`src/rtl/calc_sequencer_pkg.sv`:
```
// Shared types and constants for the keypad calculator sequencer.
// Holds the FSM state enum, the operator codes and the default execution latencies.
package calc_sequencer_pkg;

  typedef enum logic [2:0] {
    ST_IDLE   = 3'd0,
    ST_GOT_A  = 3'd1,
    ST_GOT_OP = 3'd2,
    ST_GOT_B  = 3'd3,
    ST_EXEC   = 3'd4,
    ST_DONE   = 3'd5,
    ST_ERR    = 3'd6
  } calc_state_e;

  localparam logic [1:0] OP_ADD = 2'b00;
  localparam logic [1:0] OP_SUB = 2'b01;
  localparam logic [1:0] OP_MUL = 2'b10;
  localparam logic [1:0] OP_DIV = 2'b11;

  localparam int unsigned ADD_LAT_DEF = 1;
  localparam int unsigned MUL_LAT_DEF = 2;
  localparam int unsigned DIV_LAT_DEF = 4;

  // Counter preload for an operator: EXEC lasts preload+1 cycles.
  function automatic logic [3:0] exec_load(input logic [1:0]   op,
                                           input int unsigned add_lat,
                                           input int unsigned mul_lat,
                                           input int unsigned div_lat);
    int unsigned lat;
    lat = add_lat;
    case (op)
      OP_MUL:  lat = mul_lat;
      OP_DIV:  lat = div_lat;
      default: lat = add_lat;
    endcase
    return 4'(lat - 1);
  endfunction

endpackage

```
`src/rtl/calc_lat_counter.sv`:
```
// Loadable 4-bit down-counter that times the EXEC phase.
// Saturates at zero; clear and load take effect on the next rising edge.
module calc_lat_counter (
  input  logic       clk_i,
  input  logic       rst_ni,
  input  logic       clr_i,
  input  logic       load_i,
  input  logic [3:0] load_val_i,
  input  logic       dec_i,
  output logic       zero_o
);

  logic [3:0] cnt_q;
  logic [3:0] cnt_d;

  always_comb begin
    cnt_d = cnt_q;
    if (clr_i) begin
      cnt_d = 4'd0;
    end else if (load_i) begin
      cnt_d = load_val_i;
    end else if (dec_i && (cnt_q != 4'd0)) begin
      cnt_d = cnt_q - 4'd1;
    end
  end

  always_ff @(posedge clk_i or negedge rst_ni) begin
    if (!rst_ni) begin
      cnt_q <= 4'd0;
    end else begin
      cnt_q <= cnt_d;
    end
  end

  assign zero_o = (cnt_q == 4'd0);

endmodule

```
`src/rtl/calc_sequencer.sv`:
```
// Keypad calculator sequencer: collects operand/operator/equals strobes, drives an
// external arithmetic mux for a per-operator latency and latches the returned result.
module calc_sequencer
  import calc_sequencer_pkg::*;
#(
  parameter int unsigned ADD_LAT = ADD_LAT_DEF,
  parameter int unsigned MUL_LAT = MUL_LAT_DEF,
  parameter int unsigned DIV_LAT = DIV_LAT_DEF
) (
  input  logic        clk,
  input  logic        rst_n,
  input  logic        clr,
  input  logic        num_valid,
  input  logic [3:0]  num,
  input  logic        op_valid,
  input  logic [1:0]  op,
  input  logic        eq_valid,
  input  logic [7:0]  y,
  output logic [3:0]  opa,
  output logic [3:0]  opb,
  output logic [1:0]  ss,
  output logic        mux_en,
  output logic [7:0]  result,
  output logic        result_valid,
  output logic        busy,
  output logic        err,
  output calc_state_e dbg_state
);

  calc_state_e state_q;
  logic [3:0]  opa_q;
  logic [3:0]  opb_q;
  logic [1:0]  ss_q;
  logic [7:0]  result_q;
  logic        result_valid_q;
  logic        busy_q;
  logic        mux_en_q;
  logic        err_q;

  logic        eq_ev;
  logic        op_ev;
  logic        num_ev;
  logic        div_zero;
  logic        cnt_load;
  logic [3:0]  cnt_load_val;
  logic        cnt_zero;

  // Only the highest-priority strobe of a cycle is an event; clr overrides all of them.
  assign eq_ev  = eq_valid;
  assign op_ev  = op_valid & ~eq_valid;
  assign num_ev = num_valid & ~op_valid & ~eq_valid;

  assign div_zero     = (ss_q == OP_DIV) && (opb_q == 4'd0);
  assign cnt_load     = (state_q == ST_GOT_B) && eq_ev && !clr && !div_zero;
  assign cnt_load_val = exec_load(ss_q, ADD_LAT, MUL_LAT, DIV_LAT);

  calc_lat_counter u_lat_counter (
    .clk_i      (clk),
    .rst_ni     (rst_n),
    .clr_i      (clr),
    .load_i     (cnt_load),
    .load_val_i (cnt_load_val),
    .dec_i      (state_q == ST_EXEC),
    .zero_o     (cnt_zero)
  );

  always_ff @(posedge clk or negedge rst_n) begin
    if (!rst_n) begin
      state_q        <= ST_IDLE;
      opa_q          <= 4'd0;
      opb_q          <= 4'd0;
      ss_q           <= OP_ADD;
      result_q       <= 8'h00;
      result_valid_q <= 1'b0;
      busy_q         <= 1'b0;
      mux_en_q       <= 1'b0;
      err_q          <= 1'b0;
    end else begin
      result_valid_q <= 1'b0;
      if (clr) begin
        state_q  <= ST_IDLE;
        opa_q    <= 4'd0;
        opb_q    <= 4'd0;
        ss_q     <= OP_ADD;
        result_q <= 8'h00;
        busy_q   <= 1'b0;
        mux_en_q <= 1'b0;
        err_q    <= 1'b0;
      end else begin
        case (state_q)
          ST_EXEC: begin
            if (cnt_zero) begin
              result_q       <= y;
              result_valid_q <= 1'b1;
              busy_q         <= 1'b0;
              mux_en_q       <= 1'b0;
              state_q        <= ST_DONE;
            end
          end
          ST_GOT_B: begin
            if (eq_ev) begin
              if (div_zero) begin
                err_q   <= 1'b1;
                state_q <= ST_ERR;
              end else begin
                busy_q   <= 1'b1;
                mux_en_q <= 1'b1;
                state_q  <= ST_EXEC;
              end
            end else if (op_ev) begin
              ss_q <= op;
            end else if (num_ev) begin
              opb_q <= num;
            end
          end
          ST_GOT_A: begin
            if (op_ev) begin
              ss_q    <= op;
              state_q <= ST_GOT_OP;
            end else if (num_ev) begin
              opa_q <= num;
            end
          end
          ST_GOT_OP: begin
            if (op_ev) begin
              ss_q <= op;
            end else if (num_ev) begin
              opb_q   <= num;
              state_q <= ST_GOT_B;
            end
          end
          ST_DONE: begin
            // Chained calculation: the low nibble of the last result becomes operand A.
            if (op_ev) begin
              opa_q   <= result_q[3:0];
              ss_q    <= op;
              state_q <= ST_GOT_OP;
            end else if (num_ev) begin
              opa_q   <= num;
              state_q <= ST_GOT_A;
            end
          end
          default: begin
            if (num_ev) begin
              opa_q   <= num;
              err_q   <= 1'b0;
              state_q <= ST_GOT_A;
            end
          end
        endcase
      end
    end
  end

  assign opa          = opa_q;
  assign opb          = opb_q;
  assign ss           = ss_q;
  assign mux_en       = mux_en_q;
  assign result       = result_q;
  assign result_valid = result_valid_q;
  assign busy         = busy_q;
  assign err          = err_q;
  assign dbg_state    = state_q;

endmodule

```
`config.mk`:
```
export PLATFORM = sky130hd
export DESIGN_NAME = calc_sequencer
export DESIGN_NICKNAME = d
export VERILOG_FILES = /design/src/rtl/calc_sequencer_pkg.sv /design/src/rtl/calc_lat_counter.sv /design/src/rtl/calc_sequencer.sv
export SDC_FILE = /design/constraint.sdc
export NUM_CORES = 1
export LEC_CHECK = 0
export ABC_AREA = 1
export BUFFER_PORTS_ARGS = -buffer_cell sky130_fd_sc_hd__buf_4
export CAP_MARGIN = 0
export CORE_MARGIN = 4
export CORE_UTILIZATION = 55
export DETAILED_ROUTE_END_ITERATION = 6
export PLACE_DENSITY = 0.83
export SLEW_MARGIN = 20
export SYNTH_ARGS = -nofsm -noshare
export SYNTH_HDL_FRONTEND = slang
export SYNTH_HIERARCHICAL = 1
export SYNTH_SLANG_ARGS = --single-unit
```
`constraint.sdc`:
```
create_clock -name clk -period 2.4 [get_ports clk]
set_input_delay 0.36 -clock clk [delete_from_list [all_inputs] [get_ports clk]]
set_output_delay 0.36 -clock clk [all_outputs]
set_load 0.05 [all_outputs]
```
Word level (Yosys, flattened, before mapping)
Cells that the tools add are included.
{"block": "classes", "addsub": 2, "reduce_logical": 27, "bitwise": 5, "n_eq_ne": 18, "mux": 44}
{"cell": "4-bit two-way mux", "n": 11}
{"cell": "3-bit inequality test (second input constant)", "n": 9}
{"cell": "3-bit two-way mux", "n": 8}
{"cell": "8-bit two-way mux", "n": 3}
{"cell": "3-bit case mux with 5 select lines", "n": 1}
{"cell": "3-bit nonzero test", "n": 5}
{"cell": "4-bit case mux with 3 select lines", "n": 1}
{"cell": "1-bit two-way mux", "n": 11}
{"cell": "4-bit zero test", "n": 2}
{"cell": "2-bit two-way mux", "n": 4}
{"cell": "4-bit case mux with 2 select lines", "n": 1}
{"cell": "2-bit AND reduction", "n": 4}
{"cell": "4-bit AND reduction", "n": 2}
{"cell": "4-bit by 1-bit subtractor with 4-bit output (second input constant)", "n": 2}
{"cell": "3-bit by 2-bit equality test with 1-bit output (second input constant)", "n": 2}
{"cell": "3-bit equality test (second input constant)", "n": 2}
{"cell": "3-bit case mux with 2 select lines", "n": 1}
{"cell": "3-bit OR reduction", "n": 2}
{"cell": "1-bit logical AND", "n": 5}
{"cell": "5-bit AND reduction", "n": 1}
{"cell": "2-bit equality test (second input constant)", "n": 2}
{"cell": "2-bit by 1-bit inequality test with 1-bit output (second input constant)", "n": 2}
{"cell": "1-bit case mux with 2 select lines", "n": 2}
{"cell": "2-bit case mux with 2 select lines", "n": 1}
{"cell": "other kinds (7)", "n": 12}
{"block": "totals", "inputBits": 20, "word_cells": 105, "output_inout_bits": 25, "ff_bits": 28}

Logic depth before layout (Yosys ltp)
Gate-level depths: netlist of the first run.
{"block": "depth", "ltp_word": 8, "depth_mapped": 12, "depth_no_buf": 11}

Cells and area by module
The synthesis of the first run kept the hierarchy.
{"module": "calc_sequencer", "area_per_inst_um2": 1327.5, "seq_area_each_um2": 600.6, "instances": 1, "cells_per_inst": 182}
{"module": "calc_lat_counter", "area_per_inst_um2": 332.8, "seq_area_each_um2": 100.1, "instances": 1, "cells_per_inst": 42}

Worst setup path after synthesis of the first run
Ideal clock, no wire load.
{"block": "synth_path", "kind": "register to register", "from": "reg state_q[0], in the netlist dbg_state[0]", "to": "reg u_lat_counter.cnt_q[3]", "n_path_buf": 1, "arrival_ps": 1865, "t_required_ps": 2276, "path_stages_with_launch": 12, "setup_time_ps": 124, "synth_period_minus_slack_ps": 1988, "slack_ps": 412, "path_cell_list": "dfrtp_1 -> buf_4 -> nand2_1 -> nor2_2 -> nand3_1 -> inv_1 -> nand2_1 -> inv_1 -> inv_2 -> or2_2 -> nand3_2 -> o21bai_2"}
{"block": "synth_via", "elab_chain_len": 6, "word_cells_on_any_way": 9, "cone_classes": "eq/ne (2); mux (2); reduce/logical (5)"}
{"element": "from (decl)", "line": "calc_sequencer.sv:30", "source": "calc_state_e state_q;"}
{"element": "from (signal assigned)", "line": "calc_sequencer.sv:69", "source": "state_q <= ST_IDLE;"}
{"element": "from (signal assigned)", "line": "calc_sequencer.sv:81", "source": "state_q <= ST_IDLE;"}
{"element": "from (signal assigned)", "line": "calc_sequencer.sv:97", "source": "state_q <= ST_DONE;"}
{"element": "3-bit by 2-bit equality test with 1-bit output *", "line": "calc_sequencer.sv:54", "source": "assign cnt_load = (state_q == ST_GOT_B) && eq_ev && !clr && !div_zero;"}
{"element": "1-bit logical AND * (3 in a row)", "line": "calc_sequencer.sv:54"}
{"element": "net cnt_load", "line": "calc_sequencer.sv:44", "source": "logic cnt_load;"}
{"element": "4-bit two-way mux", "line": "calc_lat_counter.sv:20", "source": "end else if (load_i) begin"}
{"element": "4-bit two-way mux", "line": "calc_lat_counter.sv:18", "source": "if (clr_i) begin"}
{"element": "to (signal assigned)", "line": "calc_lat_counter.sv:31", "source": "cnt_q <= cnt_d;"}
{"element": "to (decl)", "line": "calc_lat_counter.sv:13", "source": "logic [3:0] cnt_q;"}
The timed path passes the listed nets; every way through them passes the cells marked *.
A chain may end at the register's enable or synchronous reset.

Worst setup path in the final report of the first run
Ends and elaborated chain as after synthesis.

==> results.toml, run 1 <==
[cells_and_area]
n_antenna_cell = 0
fin_cells = 301
drive_gt1_share_pct = 28.1
finalNetCount = 293
area_growth_pct = 24.0
final_area_um2 = 2060

[critical_path]
cp_top_family = "simple AND/OR/NAND/NOR gates"
cp-endpoint = "u_lat_counter/cnt_q[3]"
cp_slowest_cell = "dfrtp_1"
r2r-end = "u_lat_counter/cnt_q[3]"
crit_type = "flop to flop"
crit_arrival_ps = 2050
reg2reg_depth = 10
r2r_slack_ps = 580
critPathLaunch = "dbg_state[0]"
endpoint_kind = "flop"
crit_cells = 10
critPathRequiredTime_ps = 2630
critPathMaxStageDelay_ps = 580
cp.buffers_inverters = 3
critPathLaunchType = "flop"
rr_startpoint = "dbg_state[0]"
cp_max_fo = 11
path_cells = "nand2_1 > nor2_2 > nand3_1 > inv_1 > nand2_1 > inv_1 > inv_2 > or2_2 > nand3_2 > o21bai_2"

[logic_synthesis]
yosys_warnings = 6
synthTopCellsByArea = "dfrtp_1 (42%), nand2_1 (14%), nand3_1 (6.6%), inv_1 (6.3%), o21ai_0 (4.5%)"
synth_most_common_cell = "nand2_1"
syn_area_per_cell_um2 = 7.41
synth_cells = 224
netlist_area_um2 = 1660
yosys.area.top_type = "dfrtp_1"
synth.distinct_cells = 28
ys.flop_type = "dfrtp_1"
synth_edf_count = 0
yosys-top-cells-count = "nand2_1 (63), dfrtp_1 (28), inv_1 (28)"
ys_ff_latch = 28
async_reset_ff_share_pct = 100
yosysSeqAreaShare_pct = 42.2
yosysTopAreaCellShare_pct = 42.2

[clocking]
postCtsResizedCells = 0
clock_latency_ps = 320
cts_tree = "built"
cts_buffers = 3
cts-root-buf = "clkbuf_4"
path_clk_slew_ps = 160
cts.htree.levels = 1
cts.path.max_buffers = 2
ctsHoldBuffers = 1
cts_setup_buffers = 0
clock-sinks = 28

[power_and_ir_drop]
power_leakage_uw = 0.00116
pwr-share-comb_pct = 42.9
power_uw = 1430
sw_frac_of_total_pct = 43.6
clkPwrFrac_pct = 16.4
vdd_ir_drop_max_uv = 418
power_switching_uw = 622
power_density_nw_per_um2 = 694
seqPwrFrac_pct = 40.6
p_int_uw = 805

[timing]
fmax_ghz = 0.548
hold_slack_ps = 219
drv_slew = 0
finalCriticalPeriod_ps = 1820
setup_violations = 0
fin_setup_tns_ps = 0
min_period_over_period_pct = 76.0
rsz0062_at_grt = "no"
hold_viol = 0
clock_skew_ps = 2.20

[routing]
dr.first_iter.drc_count = 119
vias = 1597
dr.pass1.iters = 4
drc = 0
wire_per_inst_um = 12.6
postRouteAntennaNets = 0
avgViaCountPerCell = 5.31
finalWirelength_mm = 3.79

[floorplanning]
fp-row-count = 19
ios = 45
start_util_pct = 58.7
dieArea_um2 = 3960
core_um2 = 2830
dieHeight_um = 62.9
die_w_um = 62.9

[placement]
io_buffers = 44
place_area_um2 = 2010
place.gp.congestion = 0.922
dp.cells = 296
dpl.hpwl_mm = 2.95

[grt]
grt_use_total_pct = 19.9
grt_pass1_vias = 1482
grt_max_degree = 29
grt-ovfl-total = 0
grt_pass1_wl_mm = 6.53
antenna_found_initial = 0

[worst_hold_path]
hp-class = "primary input to flop"

[outcome]
status = "finished clean"

[flow_run]
max_cap_violations = 0
worst register-to-register path, delay by kind of cell, from the launching register on:
family          cells  cell delay [ps]
compound gates      1               60
buf+inv             3              240
simple gates        6              840
flops               1              580
cell type report:
type,instances,area [um2]
clock buffers,4,36.3
fillers,244,771
inverters,35,131
multi-input cells,157,803
flip-flops and latches,28,701
well taps,31,38.8
repair buffers,46,348
through the flow:
step                utilization, %  setup WS, ps
finish                        72.8           576
global route                  72.8           390
CTS                           72.8           577
detailed placement            71.1           596
global placement              71.1           686
floorplan                        -           412
cells by family after synthesis:
group	count (synthesis)	share of synthesized area, %
AO/OA/AOI/OAI	36	13.5
XOR/XNOR	1	0.528
adder cells (fa/ha/maj)	2	1.51
buffers and inverters	40	9.64
flip-flops	28	42.2
other	1	0.226
AND/OR/NAND/NOR	116	32.4
cells in the final DEF (no fill, tap or decap), types with 4 or more instances in the layout:
cell,synthesis,layout
nand2_1,63,63
buf_4,2,45
inv_1,28,28
dfrtp_1,28,28
nand3_1,22,22
o21ai_0,15,15
nor2_1,12,12
inv_2,6,6
o21ai_2,5,5
o211ai_1,5,5
nand4_1,5,5
nand2_2,4,4
a21oi_1,4,4
o21ai_1,4,4
worst min-delay path by stage:
stage / start / endpoint / slack, ps / depth (start not counted)
floorplan: rst_n / dbg_state[0] / 60 / 0
global placement: rst_n / u_lat_counter/cnt_q[2] / 290 / 1
detailed placement: rst_n / u_lat_counter/cnt_q[2] / 300 / 1
CTS: y[0] / result[0] / 210 / 3
global route: y[0] / result[0] / 200 / 3
finish: y[7] / result[7] / 220 / 3
per-layer routing:
metal	global-route usage, %	up-vias	part of all wire [%]
met4	3.31	0	0.61
met2	33.7	77	46
met5	0	-	0
li1	-	813	-
met1	27.6	703	44
met3	2.52	4	9.0
power groups by stage:
stage	Sequential, uW	Combinational, uW	Clock [uW]
2_1_floorplan	723	307	0
3_3_place_gp	588	607	0
3_5_place_dp	589	609	0
4_1_cts	580	612	241
5_1_grt	589	677	260
6_report	580	613	235
registers in the layout (all words and copies together) (netlist names):
name / count
ss: 2
opb: 4
dbg_state: 3
mux_en: 1
result_valid: 1
u_lat_counter/cnt_q: 4
err: 1
opa: 4
result: 8
Power figures use the tool's default switching activity.
==> run 2: changes to the inputs <==
--- a/config.mk
+++ b/config.mk
@@ -9,9 +9,9 @@
 export BUFFER_PORTS_ARGS = -buffer_cell sky130_fd_sc_hd__buf_4
 export CAP_MARGIN = 0
 export CORE_MARGIN = 4
-export CORE_UTILIZATION = 55
+export CORE_UTILIZATION = 52
 export DETAILED_ROUTE_END_ITERATION = 6
-export PLACE_DENSITY = 0.83
+export PLACE_DENSITY = 0.79
 export SLEW_MARGIN = 20
 export SYNTH_ARGS = -nofsm -noshare
 export SYNTH_HDL_FRONTEND = slang
==> constraint.sdc (replaced) <==
create_clock -name clk -period 1.8 [get_ports clk]
set_input_delay 0.27 -clock clk [delete_from_list [all_inputs] [get_ports clk]]
set_output_delay 0.27 -clock clk [all_outputs]
set_load 0.05 [all_outputs]
==> results.toml, run 2 (same netlist as run 1, synthesis figures left out) <==
[outcome]
status = "finished clean"

[cells_and_area]
area_growth_pct = 25.4
mostFrequentLayoutCells = "nand2_1 (63), buf_4 (47), inv_1 (28)"
finalNetCount = 295
largest_reg_flops = 8
layout_commonest_cell = "nand2_1"
n_antenna_cell = 0
drive_gt1_share_pct = 29.0

[power_and_ir_drop]
clkPwrFrac_pct = 14.8
pwr-share-comb_pct = 45.1
power_leakage_uw = 0.00116
vdd_ir_drop_max_uv = 534
power_switching_uw = 841
p_int_uw = 1050
power_uw = 1900
seqPwrFrac_pct = 40.1
sw_frac_of_total_pct = 44.4
power_density_nw_per_um2 = 910

[floorplanning]
dieArea_um2 = 4160
ios = 45
fp-row-count = 20
start_util_pct = 54.4
dieHeight_um = 64.5
core_um2 = 3050
die_w_um = 64.5

[clocking]
path_clk_slew_ps = 150
cts.htree.levels = 1
clock-sinks = 28
cts_buffers = 3
clock_latency_ps = 330
cts_setup_buffers = 0
cts.path.max_buffers = 2
cts-root-buf = "clkbuf_4"
postCtsResizedCells = 0
cts_tree = "built"

[flow_run]
max_cap_violations = 0

[critical_path]
rr_startpoint = "dbg_state[2]"
cp_common_cell = "inv_1"
crit_arrival_ps = 1810
cp_slowest_cell = "dfrtp_1"
r2r_slack_ps = 230
crit_type = "flop to flop"
cp_max_fo = 9
r2r-end = "u_lat_counter/cnt_q[3]"
critPathLaunchType = "flop"
endpoint_kind = "flop"
critPathRequiredTime_ps = 2040
path_cells = "nor2_2 > nand3_1 > inv_1 > nand2_1 > inv_1 > inv_2 > or2_2 > nand3_2 > o21bai_2"
reg2reg_depth = 9
critPathMaxStageDelay_ps = 500
critPathLaunch = "dbg_state[2]"

[placement]
place.gp.congestion = 0.938
io_buffers = 44
dpl.hpwl_mm = 3.00

[grt]
grt_use_total_pct = 20.5
antenna_found_initial = 0
grt_max_degree = 29
grt_pass1_vias = 1504
grt-ovfl-total = 0
grt_pass1_wl_mm = 6.80

[routing]
postRouteAntennaNets = 0
wire_per_inst_um = 12.7
finalWirelength_mm = 4.03
dr.pass1.iters = 4
vias = 1631
avgViaCountPerCell = 5.16
drc = 0
dr.first_iter.drc_count = 92

[worst_hold_path]
hp-start = "y[1]"
hold-path-endpoint = "result[1]"
hp-class = "primary input to flop"
hold_depth = 3

[timing]
fmax_ghz = 0.638
finalCriticalPeriod_ps = 1570
setup_violations = 0
clock_skew_ps = 3.24
hold_viol = 0
fin_setup_tns_ps = 0
rsz0062_at_grt = "no"
min_period_over_period_pct = 87.1
drv_slew = 0
run 2: power groups by stage:
stage	Combinational [uW]	Sequential (uW)	Clock, uW
5_1_grt	945	774	303
3_3_place_gp	845	769	0
2_1_floorplan	413	970	0
6_report	856	760	280
4_1_cts	856	759	280
3_5_place_dp	846	771	0
run 2: worst max path at each step:
stage                             endpoint  slack (ps)
finish              u_lat_counter/cnt_q[3]         230
global route                  dbg_state[0]          90
CTS                 u_lat_counter/cnt_q[3]         240
detailed placement  u_lat_counter/cnt_q[3]         270
global placement    u_lat_counter/cnt_q[3]         330
floorplan           u_lat_counter/cnt_q[3]           4
run 2: cell type report:
cell class | instances | area, um2
repair buffers | 48 | 363
multi-input cells | 157 | 803
well taps | 44 | 55.1
inverters | 35 | 131
flip-flops and latches | 28 | 703
clock buffers | 4 | 26.3
fillers | 272 | 971
run 2: timing repair:
item | 4_1_cts | 5_1_grt
endpoints found under the hold margin | 28 | 0
setup endpoints to repair | 0 | 0
hold buffers | 1 | 0
run 2: layer usage:
| layer | share of wire (%) | global-route usage [%] | vias up |
|---|---|---|---|
| met3 | 7.4 | 3.29 | 4 |
| li1 | - | - | 810 |
| met1 | 43 | 26.5 | 762 |
| met4 | 0.77 | 3.96 | 0 |
| met2 | 49 | 36.1 | 55 |
| met5 | 0 | 0 | - |
run 2: critical path, delay by kind of cell, from the launching register on:
kind / cells / cell delay (ps)
flip-flops: 1 / 500
AND/OR/NAND/NOR: 5 / 680
AO/OA/AOI/OAI: 1 / 50
buffers and inverters: 3 / 250
run 2: through the flow:
stage                     instance area (um2)  utilization [%]  setup WS [ps]  std cells  hold slack, ps
after floorplan                          1670                -           4.12        225           -25.6
after global placement                   2050             67.0            328        311             209
after detailed placement                 2050             67.0            275        311             212
after CTS                                2080             68.2            242        316             112
after global routing                     2080             68.2           89.4        316             117
final                                    2080             68.2            232        316             114
==> run 3: changes to the inputs <==
--- a/config.mk
+++ b/config.mk
@@ -5,13 +5,13 @@
 export SDC_FILE = /design/constraint.sdc
 export NUM_CORES = 1
 export LEC_CHECK = 0
-export ABC_AREA = 1
+export ABC_AREA = 0
 export BUFFER_PORTS_ARGS = -buffer_cell sky130_fd_sc_hd__buf_4
 export CAP_MARGIN = 0
 export CORE_MARGIN = 4
-export CORE_UTILIZATION = 52
+export CORE_UTILIZATION = 51
 export DETAILED_ROUTE_END_ITERATION = 6
-export PLACE_DENSITY = 0.79
+export PLACE_DENSITY = 0.78
 export SLEW_MARGIN = 20
 export SYNTH_ARGS = -nofsm -noshare
 export SYNTH_HDL_FRONTEND = slang
==> constraint.sdc (replaced) <==
create_clock -name clk -period 1.6 [get_ports clk]
set_input_delay 0.24 -clock clk [delete_from_list [all_inputs] [get_ports clk]]
set_output_delay 0.24 -clock clk [all_outputs]
set_load 0.05 [all_outputs]
==> results.toml, run 3 <==
[outcome]
status = "finished with violations"
violations = "negative setup slack"

[critical_path]
critPathLaunchType = "flop"
crit_type = "flop to flop"
critPathRequiredTime_ps = 1860
crit_arrival_ps = 2040
cp_max_fo = 3
path_cells = "inv_2 > ha_4 > or3b_4 > clkinv_4 > o32ai_4 > a21o_1 > a221oi_2"
critPathMaxStageDelay_ps = 430
cp_slowest_cell = "dfrtp_1"
endpoint_kind = "flop"

[routing]
vias = 1648
dr_wl_met3_um = 336
drc = 0
avgViaCountPerCell = 5.64
drt-met1-wl_mm = 2.11
dr.pass1.iters = 4
postRouteAntennaNets = 0
finalWirelength_mm = 5.08
met2WireLength_mm = 2.54
dr.first_iter.drc_count = 101
wire_per_inst_um = 17.4
highest_layer = "met4"

[timing]
setup_violations = 19
hold_viol = 0
rsz0062_at_grt = "yes"
finalCriticalPeriod_ps = 1780
drv_slew = 0
clock_skew_ps = 2.24
fmax_ghz = 0.561
setup_ws_ps = -181
min_period_over_period_pct = 111
hold_slack_ps = 116

[logic_synthesis]
netlist_area_um2 = 1600
async_reset_ff_share_pct = 100
yosys-top-cells-count = "dfrtp_1 (28), nor2_1 (11), nand2_1 (10)"
yosys.area.top_type = "dfrtp_1"
synth-compound-area-share_pct = 24.2
synth_edf_count = 0
yosys_warnings = 6
synth_simple_gate_area_share_pct = 21.2
syn_area_per_cell_um2 = 10.0
synthMuxAreaShare_pct = 3.43
synth.distinct_cells = 51
synth_cells = 160
ys_ff_latch = 28
yosysSeqAreaShare_pct = 43.7
synth_most_common_cell = "dfrtp_1"
yosysTopAreaCellShare_pct = 43.7
synth_top_family_by_area = "compound AO/OA/AOI/OAI gates"
ys.flop_type = "dfrtp_1"
synth-xor-area-share_pct = 0
synth_fa_ha_area_share_pct = 1.56
synthTopCellsByArea = "dfrtp_1 (44%), a22o_1 (4.4%), nor2_1 (2.6%), nand2_1 (2.3%), nand2b_1 (2.3%)"

[cells_and_area]
multi_input_area_um2 = 1000
layout_commonest_cell = "buf_4"
drive_gt1_share_pct = 56.9
mostFrequentLayoutCells = "buf_4 (89), dfrtp_1 (20), nor2_1 (9), nand2_1 (9)"
regArea_um2 = 711
largest_reg_flops = 8
area_growth_pct = 59.2
finalNetCount = 271
final_area_um2 = 2550
n_antenna_cell = 0
fillers = 181

[grt]
grt_use_total_pct = 24.3
grt_pass1_wl_mm = 7.85
grt_pass1_vias = 1654
grt-ovfl-total = 0
antenna_found_initial = 0
grt_max_degree = 29

[clocking]
clock-sinks = 28
cts.htree.levels = 1
cts_tree = "built"
clock_latency_ps = 340
cts.path.max_buffers = 2
cts_buffers = 3
cts-root-buf = "clkbuf_4"
path_clk_slew_ps = 160

[power_and_ir_drop]
power_density_nw_per_um2 = 735
vdd_ir_drop_max_uv = 436
power_leakage_uw = 0.00116

[floorplanning]
dieArea_um2 = 4100
die_w_um = 64.1
fp-row-count = 20
dieHeight_um = 64.1
ios = 45
start_util_pct = 52.9
core_um2 = 3030

[placement]
place.gp.congestion = 0.910
io_buffers = 44
place_area_um2 = 2240
dpl.hpwl_mm = 3.33

[flow_run]
max_cap_violations = 0

[worst_hold_path]
hp-class = "primary input to flop"
## run 3: cells by family (layout without fill, tap and decap cells)
| group | count (synthesis) | count (layout) |
|---|---|---|
| DFF | 28 | 28 |
| buffers and inverters | 17 | 103 |
| other | 1 | 2 |
| muxes | 5 | 5 |
| and+or+nand+nor | 59 | 60 |
| AOI/OAI and AO/OA | 48 | 48 |
| adders and majority gates | 2 | 2 |
## run 3: area by class of cell
cell class	instances	share of cell area [%]
Multi-Input combinational cell	117	39.2
Timing Repair Buffer	93	28.2
Sequential cell	28	27.9
Tap cell	44	2.16
Clock buffer	4	1.42
Inverter	6	1.08
## run 3: final timing paths
path | startpoint | end | slack, ps | depth (start not counted)
max | u_lat_counter/cnt_q[0] | dbg_state[2] | -180 | 7
min | y[3] | result[3] | 120 | 2
max reg2reg | u_lat_counter/cnt_q[0] | dbg_state[2] | -180 | 7
min reg2reg | opa[1] | opa[1] | 520 | 1
max in group asynchronous | rst_n | opb[0] | 980 | 2
min in group asynchronous | rst_n | err | 340 | 2
## run 3: per-stage QoR
stage               instances  power, uW  util (%)  worst slack (ps)  TNS [ps]
global placement          267       1360      74.0              -146      -557
CTS                       277       1760      78.4              -157      -714
floorplan                 161       1160         -              -301     -1170
detailed placement        267       1380      74.0              -199     -1290
global route              292       1960      84.3              -270     -2450
finish                    292       1880      84.3              -181     -1310
## run 3: what timing repair did
| item | in CTS | in global routing |
|---|---|---|
| setup buffers | 4 | 16 |
| hold buffers | 1 | 0 |
| resized for setup | 10 | 13 |
| cloned | 1 | 0 |
| hold endpoints to repair | 28 | 0 |
| endpoints found under the setup margin | 19 | 22 |
| pin swaps | 7 | 16 |
## run 3: report_power, final
| part | switching (uW) | internal, uW |
|---|---|---|
| Combinational | 409 | 332 |
| Clock | 224 | 140 |
| Sequential | 29.8 | 741 |
## run 3: metal layers
layer / GRT usage [%] / vias to the layer above
met3: 3.51 / 12
met1: 30.8 / 793
met4: 7.28 / 0
li1: - / 771
met2: 42.6 / 72
met5: 0 / -
## run 3: critical path: cells and delay by family, from the launching register on
family                   cells  cell delay, ps
adder cells (fa/ha/maj)      1             140
flip-flops                   1             430
AO/OA/AOI/OAI                3             570
AND/OR/NAND/NOR              1             410
buffers and inverters        2             170
